--- src/rtl/abfn_uart_1_tx.sv ---
// UART transmitter: one-word holding register feeding a start/data/parity/stop
// serialiser with a registered, glitch-free TXD and back-to-back frame support.
module abfn_uart_1_tx #(
  parameter int CLK_FREQ_HZ = 50000000,
  parameter int BAUD        = 115200,
  parameter int DATA_BITS   = 8,
  parameter int PARITY      = 0,
  parameter int STOP_BITS   = 1
) (
  input  logic                 CLK,
  input  logic                 RESET,
  input  logic [DATA_BITS-1:0] TX_DATA,
  input  logic                 TX_VALID,
  output logic                 TX_READY,
  output logic                 TXD,
  output logic                 TX_BUSY,
  output logic [2:0]           dbg_state
);

  localparam int DIV = (CLK_FREQ_HZ + BAUD / 2) / BAUD;
  localparam int CW  = (DIV < 2) ? 1 : $clog2(DIV);
  localparam logic [CW-1:0] CNT_LAST = CW'(DIV - 1);

  if (DIV < 2) begin : g_div_check
    $error("abfn_uart_1_tx: DIV must be at least 2");
  end
  if (DATA_BITS < 5 || DATA_BITS > 8) begin : g_data_bits_check
    $error("abfn_uart_1_tx: DATA_BITS must be 5..8");
  end
  if (PARITY < 0 || PARITY > 2) begin : g_parity_check
    $error("abfn_uart_1_tx: PARITY must be 0, 1 or 2");
  end
  if (STOP_BITS < 1 || STOP_BITS > 2) begin : g_stop_bits_check
    $error("abfn_uart_1_tx: STOP_BITS must be 1 or 2");
  end

  // Encoding is visible on dbg_state: 0 idle, 1 start, 2 data, 3 parity, 4 stop.
  typedef enum logic [2:0] {
    ST_IDLE   = 3'd0,
    ST_START  = 3'd1,
    ST_DATA   = 3'd2,
    ST_PARITY = 3'd3,
    ST_STOP   = 3'd4
  } state_t;

  state_t               state, state_n;
  logic [CW-1:0]        cnt, cnt_n;
  logic [2:0]           bit_cnt, bit_cnt_n;
  logic [DATA_BITS-1:0] shift, shift_n;
  logic [DATA_BITS-1:0] hold, hold_n;
  logic                 hold_full, hold_full_n;
  logic                 txd_q, txd_n;
  logic                 par, par_n;
  logic                 tick;
  logic                 accept;

  // Parity bit value to put on the line for a given word.
  function automatic logic parity_of(input logic [DATA_BITS-1:0] w);
    return (PARITY == 1) ? ~(^w) : (^w);
  endfunction

  // Handshake: a word transfers on a rising CLK edge where TX_VALID and
  // TX_READY are both high; TX_READY is high exactly when the holding register
  // is empty, and TX_DATA is ignored on every other edge.
  assign accept   = TX_VALID & ~hold_full;
  assign tick     = (cnt == CNT_LAST);
  assign TX_READY = ~hold_full;
  assign TX_BUSY  = (state != ST_IDLE) | hold_full;
  assign TXD      = txd_q;
  assign dbg_state = state;

  always_ff @(posedge CLK or posedge RESET) begin
    if (RESET) begin
      state     <= ST_IDLE;
      cnt       <= '0;
      bit_cnt   <= '0;
      shift     <= '0;
      hold      <= '0;
      hold_full <= 1'b0;
      txd_q     <= 1'b1;
      par       <= 1'b0;
    end else begin
      state     <= state_n;
      cnt       <= cnt_n;
      bit_cnt   <= bit_cnt_n;
      shift     <= shift_n;
      hold      <= hold_n;
      hold_full <= hold_full_n;
      txd_q     <= txd_n;
      par       <= par_n;
    end
  end

  always_comb begin
    state_n     = state;
    cnt_n       = tick ? '0 : cnt + CW'(1);
    bit_cnt_n   = bit_cnt;
    shift_n     = shift;
    hold_n      = hold;
    hold_full_n = hold_full;
    txd_n       = txd_q;
    par_n       = par;

    if (accept) begin
      hold_n      = TX_DATA;
      hold_full_n = 1'b1;
    end

    case (state)
      ST_IDLE: begin
        cnt_n = '0;
        txd_n = 1'b1;
        if (hold_full) begin
          state_n     = ST_START;
          shift_n     = hold;
          par_n       = parity_of(hold);
          hold_full_n = 1'b0;
          txd_n       = 1'b0;
        end
      end
      ST_START: begin
        if (tick) begin
          state_n   = ST_DATA;
          bit_cnt_n = '0;
          txd_n     = shift[0];
        end
      end
      ST_DATA: begin
        if (tick) begin
          if (bit_cnt == 3'(DATA_BITS - 1)) begin
            if (PARITY != 0) begin
              state_n = ST_PARITY;
              txd_n   = par;
            end else begin
              state_n   = ST_STOP;
              bit_cnt_n = '0;
              txd_n     = 1'b1;
            end
          end else begin
            shift_n   = shift >> 1;
            bit_cnt_n = bit_cnt + 3'd1;
            txd_n     = shift[1];
          end
        end
      end
      ST_PARITY: begin
        if (tick) begin
          state_n   = ST_STOP;
          bit_cnt_n = '0;
          txd_n     = 1'b1;
        end
      end
      ST_STOP: begin
        if (tick) begin
          if (bit_cnt == 3'(STOP_BITS - 1)) begin
            // A word arriving on this very tick bypasses the holding register.
            if (hold_full || accept) begin
              state_n     = ST_START;
              shift_n     = hold_full ? hold : TX_DATA;
              par_n       = parity_of(hold_full ? hold : TX_DATA);
              hold_full_n = 1'b0;
              txd_n       = 1'b0;
            end else begin
              state_n = ST_IDLE;
              txd_n   = 1'b1;
            end
          end else begin
            bit_cnt_n = bit_cnt + 3'd1;
          end
        end
      end
      default: begin
        state_n = ST_IDLE;
        txd_n   = 1'b1;
      end
    endcase
  end

endmodule

--- config.mk ---
export PLATFORM = sky130hd
export DESIGN_NAME = abfn_uart_1_tx
export DESIGN_NICKNAME = d
export VERILOG_FILES = /design/src/rtl/abfn_uart_1_tx.sv
export SDC_FILE = /design/constraint.sdc
export NUM_CORES = 1
export LEC_CHECK = 0
export CAP_MARGIN = 20
export CELL_PAD_IN_SITES_DETAIL_PLACEMENT = 0
export CELL_PAD_IN_SITES_GLOBAL_PLACEMENT = 1
export CORE_UTILIZATION = 48
export CTS_CLUSTER_SIZE = 20
export DETAILED_ROUTE_END_ITERATION = 7
export HOLD_SLACK_MARGIN = 0.1
export PLACE_DENSITY_LB_ADDON = 0.2
export REMOVE_ABC_BUFFERS = 1
export SLEW_MARGIN = 20
export SYNTH_ARGS = -nofsm -noshare
export SYNTH_HDL_FRONTEND = slang
export SYNTH_SLANG_ARGS = --single-unit
--- constraint.sdc ---
create_clock -name CLK -period 2.86 [get_ports CLK]
set_input_delay 0.858 -clock CLK [delete_from_list [all_inputs] [get_ports CLK]]
set_output_delay 0.858 -clock CLK [all_outputs]
set_load 0.1 [all_outputs]
==> metrics.cfg, run 1 <==
[outcome]
status = complete, no violations

[drt]
vias = 1387
first_pass_iters = 4
drc_errors = 0
via_per_inst = 5.78
wirelength_mm = 3.70
drt_iter0_drc = 105
wl_per_cell_um = 15.4
ant_nets = 0

[die]
die_x_um = 63.4
ios = 17
fp-row-count = 21
die_height_um = 63.4
coreArea_mm2 = 0.00347
dieArea_mm2 = 0.00401
start_util = 0.521

[synth]
ys_warn_count = 0
netlist_instances = 174
synth_seq_area_share = 0.458
synthDistinctLibCells = 42
ys_ff_latch = 33
avgSynthCellArea_um2 = 10.4
synthesis.area_mm2 = 0.00181

[placement]
hpwl_mm = 2.61
numPortBuffers = 16
dpl_cell_area_mm2 = 0.00204
gp_congestion = 0.852
pre_cts_slack_ps = 244

[global_route]
grt_antenna_before_repair = 0
grt_start_max_net_pins = 22
grt_overflow = 0
grt_pass1_wl_mm = 6.35
grt_usage = 0.210
grt_pass1_vias = 1329

[setup_path]
worst_setup_path_start_kind = flip-flop
worstPathRequired_ps = 2000
max_stage_delay_ps = 540
crit_slowest_cell = dfrtp_1
critPathCaptureType = output port
path_class = flip-flop to output port
cp.arrival_ps = 1690
cp_max_fo = 15
crit_chain = or2_1 -> nor2_1 -> nand2_1 -> buf_12

[cells_and_area]
final_cell_mix = dfrtp_1, mux2_2, nor2_1
drive_above_1_share = 0.222
multiInputGateArea_um2 = 906
final_common_cell = dfrtp_1
regArea_um2 = 827
area_growth_pct = 20.1
antenna_cells = 0
num-fill-cells = 310
nets = 209
final_area_mm2 = 0.00217

[clock_network]
cts_sinks = 33
htreeDepth = 2
cts_tree = done
clk_pin_slew_ps = 70
clock_latency_ps = 280
cts_resized = 0
clock_path_buffers = 2
cts_setup_buffers = 0
numCtsBuffers = 5
ctsRootBufferMaster = clkbuf_8
holdBufCountCts = 0

[sta]
slew_violations = 0
finalClockSkew_ps = 5.08
rsz0062_at_grt = no
fin_ws_ps = 316
slew_headroom = 0.625
max_freq_mhz = 393
tightest_slew_ps = 559
finalSetupViolCount = 0
finalCritPeriodShare = 0.890
report.final.hold_viol_count = 0
fin_crit_ps = 2540

[job]
drv_cap = 0

[power_and_ir_drop]
leakage_nw = 0.947
ir_drop_v = 0.000490
power_density_mw_per_mm2 = 490

[worst_hold_path]
hold_path_class = flip-flop to flip-flop

==> registers in the layout, indices dropped and copies added, names as in the netlist <==
register / flops
hold_full: 1
bit_cnt: 3
hold: 8
cnt: 9
dbg_state: 3
shift: 8
TXD: 1
==> final timing paths <==
| kind | start | endpoint | slack (ps) | cells after the start |
|---|---|---|---|---|
| max | dbg_state[1]$_DFFE_PP0P_ | TX_BUSY | 320 | 4 |
| min | hold[3]$_DFFE_PP0P_ | hold[3]$_DFFE_PP0P_ | 510 | 1 |
| max reg2reg | cnt[0]$_DFF_PP0_ | shift[7]$_DFFE_PP0P_ | 750 | 5 |
| min reg2reg | hold[3]$_DFFE_PP0P_ | hold[3]$_DFFE_PP0P_ | 510 | 1 |
| max in group asynchronous | RESET | hold[3]$_DFFE_PP0P_ | 1400 | 3 |
| min in group asynchronous | RESET | cnt[2]$_DFF_PP0_ | 950 | 2 |
==> per-layer routing <==
metal / global-route usage / vias to the layer above / part of all wire
li1: - / 665 / -
met1: 0.277 / 685 / 0.46
met2: 0.318 / 31 / 0.47
met3: 0.0562 / 6 / 0.051
met4: 0.102 / 0 / 0.022
met5: 0 / - / 0
==> per-stage QoR <==
stage                      util  power [mW]  setup TNS, ps  hold WS [ps]  std cells
after global routing      0.626        1.10              0           519        240
after detailed placement  0.587       0.557              0           494        232
final                     0.626        1.06              0           506        240
after floorplan               -       0.529           -257           480        165
after global placement    0.587       0.553              0           490        232
after CTS                 0.626        1.08              0           511        240
==> power by group <==
part	internal (mW)	total, mW	switching, mW
clock	0.346	0.516	0.170
combinational	0.0360	0.0581	0.0222
sequential	0.481	0.489	0.00762
total	0.863	1.06	0.200
==> cell usage after synthesis, drive strengths merged <==
cell     number  area (µm²)
a211oi        1        7.51
a21o          1        7.51
a21oi        10        50.1
a22oi         7        52.6
a2bb2oi       2        23.8
a31oi         1        6.26
and4b         1        10.0
and4bb        1        12.5
buf           2        10.0
clkbuf        7        26.3
dfrtp        32         801
dfstp         1        26.3
ha            5        62.6
inv          10        37.5
mux2         19         214
nand2         4        15.0
nand2b        2        12.5
nand3         4        20.0
nand4         1        6.26
nand4b        1        8.76
nand4bb       1        11.3
nor2         17        63.8
nor2b         6        37.5
nor3          4        20.0
nor3b         1        12.5
nor4bb        1        10.0
o211ai        1        7.51
o21a          1        7.51
o21ai         5        25.0
o22a          1        8.76
o22ai         3        18.8
o2bb2ai       7        61.3
o311ai        1        8.76
o31ai         1        7.51
o32a          1        10.0
or2           2        12.5
or3           2        12.5
xnor2         6        52.6
xor2          1        8.76
==> cells by family (layout without fill, tap and decap cells) <==
group | count (synthesis) | in the layout | synth area share
compound gates | 43 | 43 | 0.168
xor+xnor | 7 | 7 | 0.0339
fa+ha+maj | 5 | 5 | 0.0346
buf+inv | 19 | 39 | 0.0409
flops | 33 | 33 | 0.458
mux | 19 | 19 | 0.118
simple gates | 48 | 48 | 0.147
==> critical path: cells and delay by family (launching register included) <==
kind	cells	cell delay, ps
AND/OR/NAND/NOR	3	670
flip-flops	1	540
buffers and inverters	1	180
==> cell type report <==
class / count / share of cell area
Timing Repair Buffer: 21 / 0.0957
Tap cell: 46 / 0.0265
Sequential cell: 33 / 0.381
Multi-Input combinational cell: 122 / 0.418
Clock buffer: 5 / 0.0317
Inverter: 10 / 0.0173
Clock inverter: 3 / 0.0300
(Power assumes the default switching activity.)
==> inputs of run 2 (changes only) <==
CORE_MARGIN = 1   (was unset)
CORE_UTILIZATION = 47   (was 48)
SLEW_MARGIN = 15   (was 20)
==> run 2 against run 1 <==
Compared with the run above: via count decreased by 2.0%; register-to-register slack better by 60 ps; sequential power about the same; critical path depth did not move; largest cell class unchanged.
==> metrics.cfg, run 2 (synthesis results as in run 1) <==
[sta]
max_freq_mhz = 430
report.final.hold_viol_count = 0
finalCritPeriodShare = 0.813
tns_ps = 0
slew_headroom = 0.608
slew_violations = 0
fin_crit_ps = 2330
tightest_slew_ps = 584
finalSetupViolCount = 0
rsz0062_at_grt = no
finalClockSkew_ps = 8.53

[power_and_ir_drop]
p_switching_mw = 0.190
clkPwrFrac = 0.394
swShare = 0.212
ir_drop_v = 0.000297
power_density_mw_per_mm2 = 423
p_comb_frac = 0.061
p_int_mw = 0.706
power_frac_seq = 0.546
leakage_nw = 0.924

[clock_network]
cts_sinks = 33
clock_path_buffers = 2
cts_tree = done
cts_resized = 0
numCtsBuffers = 5
holdBufCountCts = 0
clk_pin_slew_ps = 70
clock_latency_ps = 290
ctsRootBufferMaster = clkbuf_8
htreeDepth = 2
cts_setup_buffers = 0

[global_route]
grt_pass1_wl_mm = 6.33
grt_overflow = 0
grt_antenna_before_repair = 0
grt_start_max_net_pins = 34
grt_usage = 0.204
grt_pass1_vias = 1378

[cells_and_area]
final_core_util = 0.579
nets = 210
final_cell_mix = dfrtp_1, mux2_2, nor2_1
largest_reg_flops = 9
final_common_cell = dfrtp_1
largest-register = cnt
antenna_cells = 0
reg.largest.list = cnt (9), hold (8), shift (8)
area_growth_pct = 17.3
drive_above_1_share = 0.216

[drt]
drt_iter0_drc = 86
via_per_inst = 5.62
vias = 1359
drc_errors = 0
wirelength_mm = 3.53
wl_per_cell_um = 14.6
first_pass_iters = 4
ant_nets = 0

[job]
drv_cap = 0

[die]
dieArea_mm2 = 0.00410
ios = 17
start_util = 0.494
die_x_um = 64
fp-row-count = 22
die_height_um = 64
coreArea_mm2 = 0.00366

[outcome]
status = complete, no violations

[setup_path]
critPathCaptureType = output port
reg2regPathDepth = 5
worst_setup_path_start_kind = flip-flop
cp.arrival_ps = 1470
rrSetupSlack_ps = 810
cp_max_fo = 7
r2r_start = cnt[0]$_DFF_PP0_
path_class = flip-flop to output port
worstPathRequired_ps = 2000
r2r_end = shift[3]$_DFFE_PP0P_

[placement]
gp_congestion = 0.825
numPortBuffers = 16
hpwl_mm = 2.49

[worst_hold_path]
hold_path_class = flip-flop to flip-flop
worstHoldStart = hold[1]$_DFFE_PP0P_
holdPathStages = 1
hold-path-endpoint = hold[1]$_DFFE_PP0P_

[run 2: layout make-up]
class | count | area (µm²)
Clock buffer | 7 | 86.3
Fill cell | 344 | 1540
Inverter | 10 | 37.5
Multi-Input combinational cell | 122 | 906
Sequential cell | 33 | 827
Tap cell | 48 | 60.1
Timing Repair Buffer | 22 | 203
[run 2: critical path, stage by stage, from the launching register on]
cell	delay [ps]
dfrtp_1	370
or2_1	320
nor2_1	190
nand2_1	120
buf_12	180
[run 2: layer usage]
layer	vias to the layer above	track usage	wire length, µm
li1	660	-	-
met1	661	0.263	1620
met2	30	0.326	1670
met3	8	0.0500	164
met4	0	0.0881	78
met5	-	0	0
[run 2: power by group through the flow]
stage / Combinational [mW] / Clock, mW / Sequential, mW
after detailed placement: 0.0561 / 0 / 0.498
after global placement: 0.0540 / 0 / 0.497
final: 0.0544 / 0.353 / 0.489
after floorplan: 0.0330 / 0 / 0.495
after global routing: 0.0612 / 0.381 / 0.491
after CTS: 0.0561 / 0.364 / 0.489
[run 2: worst max-delay path by stage]
stage,cells past startpoint,startpoint,endpoint
after CTS,4,dbg_state[1]$_DFFE_PP0P_,TX_BUSY
after detailed placement,5,TX_VALID,shift[3]$_DFFE_PP0P_
final,4,dbg_state[1]$_DFFE_PP0P_,TX_BUSY
after floorplan,3,dbg_state[0]$_DFFE_PP0P_,TX_BUSY
after global routing,5,TX_VALID,shift[7]$_DFFE_PP0P_
after global placement,5,TX_VALID,shift[4]$_DFFE_PP0P_
[run 2: through the flow]
stage	cell area, µm²	hold slack (ps)	total power, mW	instances	setup slack (ps)
finish	2120	509	0.897	242	534
global route	2120	530	0.933	242	428
CTS	2120	513	0.909	242	513
detailed placement	2030	496	0.554	235	256
global placement	2030	489	0.551	235	306
floorplan	1770	480	0.529	165	-257
==> inputs of run 3 (changes only) <==
CORE_UTILIZATION = 44   (was 47)
clock period = 2.35 ns   (was 2.86 ns; I/O delays follow)
==> run 3 against run 2 <==
Compared with the run above: global-route usage decreased by 1.5 points; die area is 6.6% higher; combinational power rose by 25%; sequential cell count unchanged; cell count up 1.2%; final area grew 3.4%; highest routed layer unchanged.
==> metrics.cfg, run 3 (synthesis results as in run 1) <==
[setup_path]
cp.arrival_ps = 1500
crit_chain = or2_1 -> nor2_1 -> nand2_1 -> buf_12
max_stage_delay_ps = 370
critical_path_buf_inv_count = 1
path_class = flip-flop to output port
worst_setup_path_start_kind = flip-flop
crit_slowest_cell = dfrtp_1
worstPathRequired_ps = 1640
path_delay_family = simple AND/OR/NAND/NOR gates
critPathCaptureType = output port
rrSetupSlack_ps = 280
cp_max_fo = 7

[die]
fp-row-count = 22
coreArea_mm2 = 0.00380
ios = 17
die_height_um = 66.1
start_util = 0.476
dieArea_mm2 = 0.00437
die_x_um = 66.1

[sta]
slew_violations = 0
rsz0062_at_grt = no
finalCritPeriodShare = 0.938
report.final.hold_viol_count = 0
finalClockSkew_ps = 3.24
tightest_slew_ps = 576
fin_crit_ps = 2200
finalSetupViolCount = 0
slew_headroom = 0.613
max_freq_mhz = 454

[placement]
gp_congestion = 0.815
hpwl_mm = 2.51
placed_cells = 237
numPortBuffers = 16

[drt]
drc_errors = 0
drt_iter0_drc = 106
via_per_inst = 5.59
wirelength_mm = 3.52
ant_nets = 0
first_pass_iters = 4
vias = 1369
wl_per_cell_um = 14.4

[power_and_ir_drop]
clkPwrFrac = 0.373
power_density_mw_per_mm2 = 484
power_frac_seq = 0.563
leakage_nw = 0.951
p_switching_mw = 0.221
p_total_mw = 1.06
ir_drop_v = 0.000343
swShare = 0.208
p_int_mw = 0.839
p_comb_frac = 0.064

[global_route]
grtUsageMet1 = 0.247
grt_start_max_net_pins = 34
grt_antenna_before_repair = 0
top_usage_layer = met2
grt_pass1_vias = 1305
gr-usage-met2 = 0.304
grt_overflow = 0
grt_util_met3 = 0.0534
grt_pass1_wl_mm = 6.11
grt_usage = 0.189

[cells_and_area]
reg.largest.list = cnt (9), hold (8), shift (8)
drive_above_1_share = 0.218
final_cell_mix = dfrtp_1, mux2_2, nor2_1
antenna_cells = 0
area_growth_pct = 21.3
final_common_cell = dfrtp_1
largest-register = cnt
nets = 212
fin_cells = 245
largest_reg_flops = 9

[clock_network]
htreeDepth = 2
holdBufCountCts = 0
clock_path_buffers = 2
numCtsBuffers = 5
clock_latency_ps = 280
cts_resized = 0
clk_pin_slew_ps = 60
cts_sinks = 33
cts_setup_buffers = 0
ctsRootBufferMaster = clkbuf_8
cts_tree = done

[worst_hold_path]
hold_path_class = flip-flop to flip-flop

[outcome]
status = complete, no violations

[job]
drv_cap = 0

## run 3: path summary, 6_finish.rpt
path / depth (start not counted) / from / end
max: 4 / dbg_state[1]$_DFFE_PP0P_ / TX_BUSY
min: 1 / hold[4]$_DFFE_PP0P_ / hold[4]$_DFFE_PP0P_
max reg2reg: 5 / cnt[0]$_DFF_PP0_ / shift[4]$_DFFE_PP0P_
min reg2reg: 1 / hold[4]$_DFFE_PP0P_ / hold[4]$_DFFE_PP0P_
max in group asynchronous: 3 / RESET / TXD$_DFFE_PP1P_
min in group asynchronous: 3 / RESET / cnt[0]$_DFF_PP0_
## run 3: stage by stage
stage          utilization  instance area [µm²]  hold WS (ps)  setup TNS (ps)  worst slack, ps
6_report             0.577                 2190           507               0              146
4_1_cts              0.577                 2190           510               0              126
5_1_grt              0.577                 2190           530               0             36.5
3_5_place_dp         0.556                 2110           497            -554            -77.0
3_3_place_gp         0.556                 2110           489            -298            -38.4
2_1_floorplan            -                 1770           480           -1530             -614
## run 3: layout make-up
class | count | area, µm²
fill | 336 | 1610
multi-input combinational | 122 | 906
sequential | 33 | 827
timing repair buffer | 24 | 280
clock buffer | 8 | 80.1
tap | 48 | 60.1
inverter | 10 | 37.5
## run 3: power by group through the flow
| stage | Combinational (mW) | Sequential (mW) | Clock (mW) |
|---|---|---|---|
| final | 0.0682 | 0.596 | 0.395 |
| after global routing | 0.0768 | 0.598 | 0.434 |
| after CTS | 0.0699 | 0.596 | 0.416 |
| after detailed placement | 0.0698 | 0.606 | 0 |
| after global placement | 0.0665 | 0.604 | 0 |
| after floorplan | 0.0402 | 0.603 | 0 |
## run 3: layer usage
layer  vias up  part of all wire
li1        674                 -
met2        26              0.47
met4         0             0.012
met5         -                 0
met1       665              0.48
met3         4             0.038
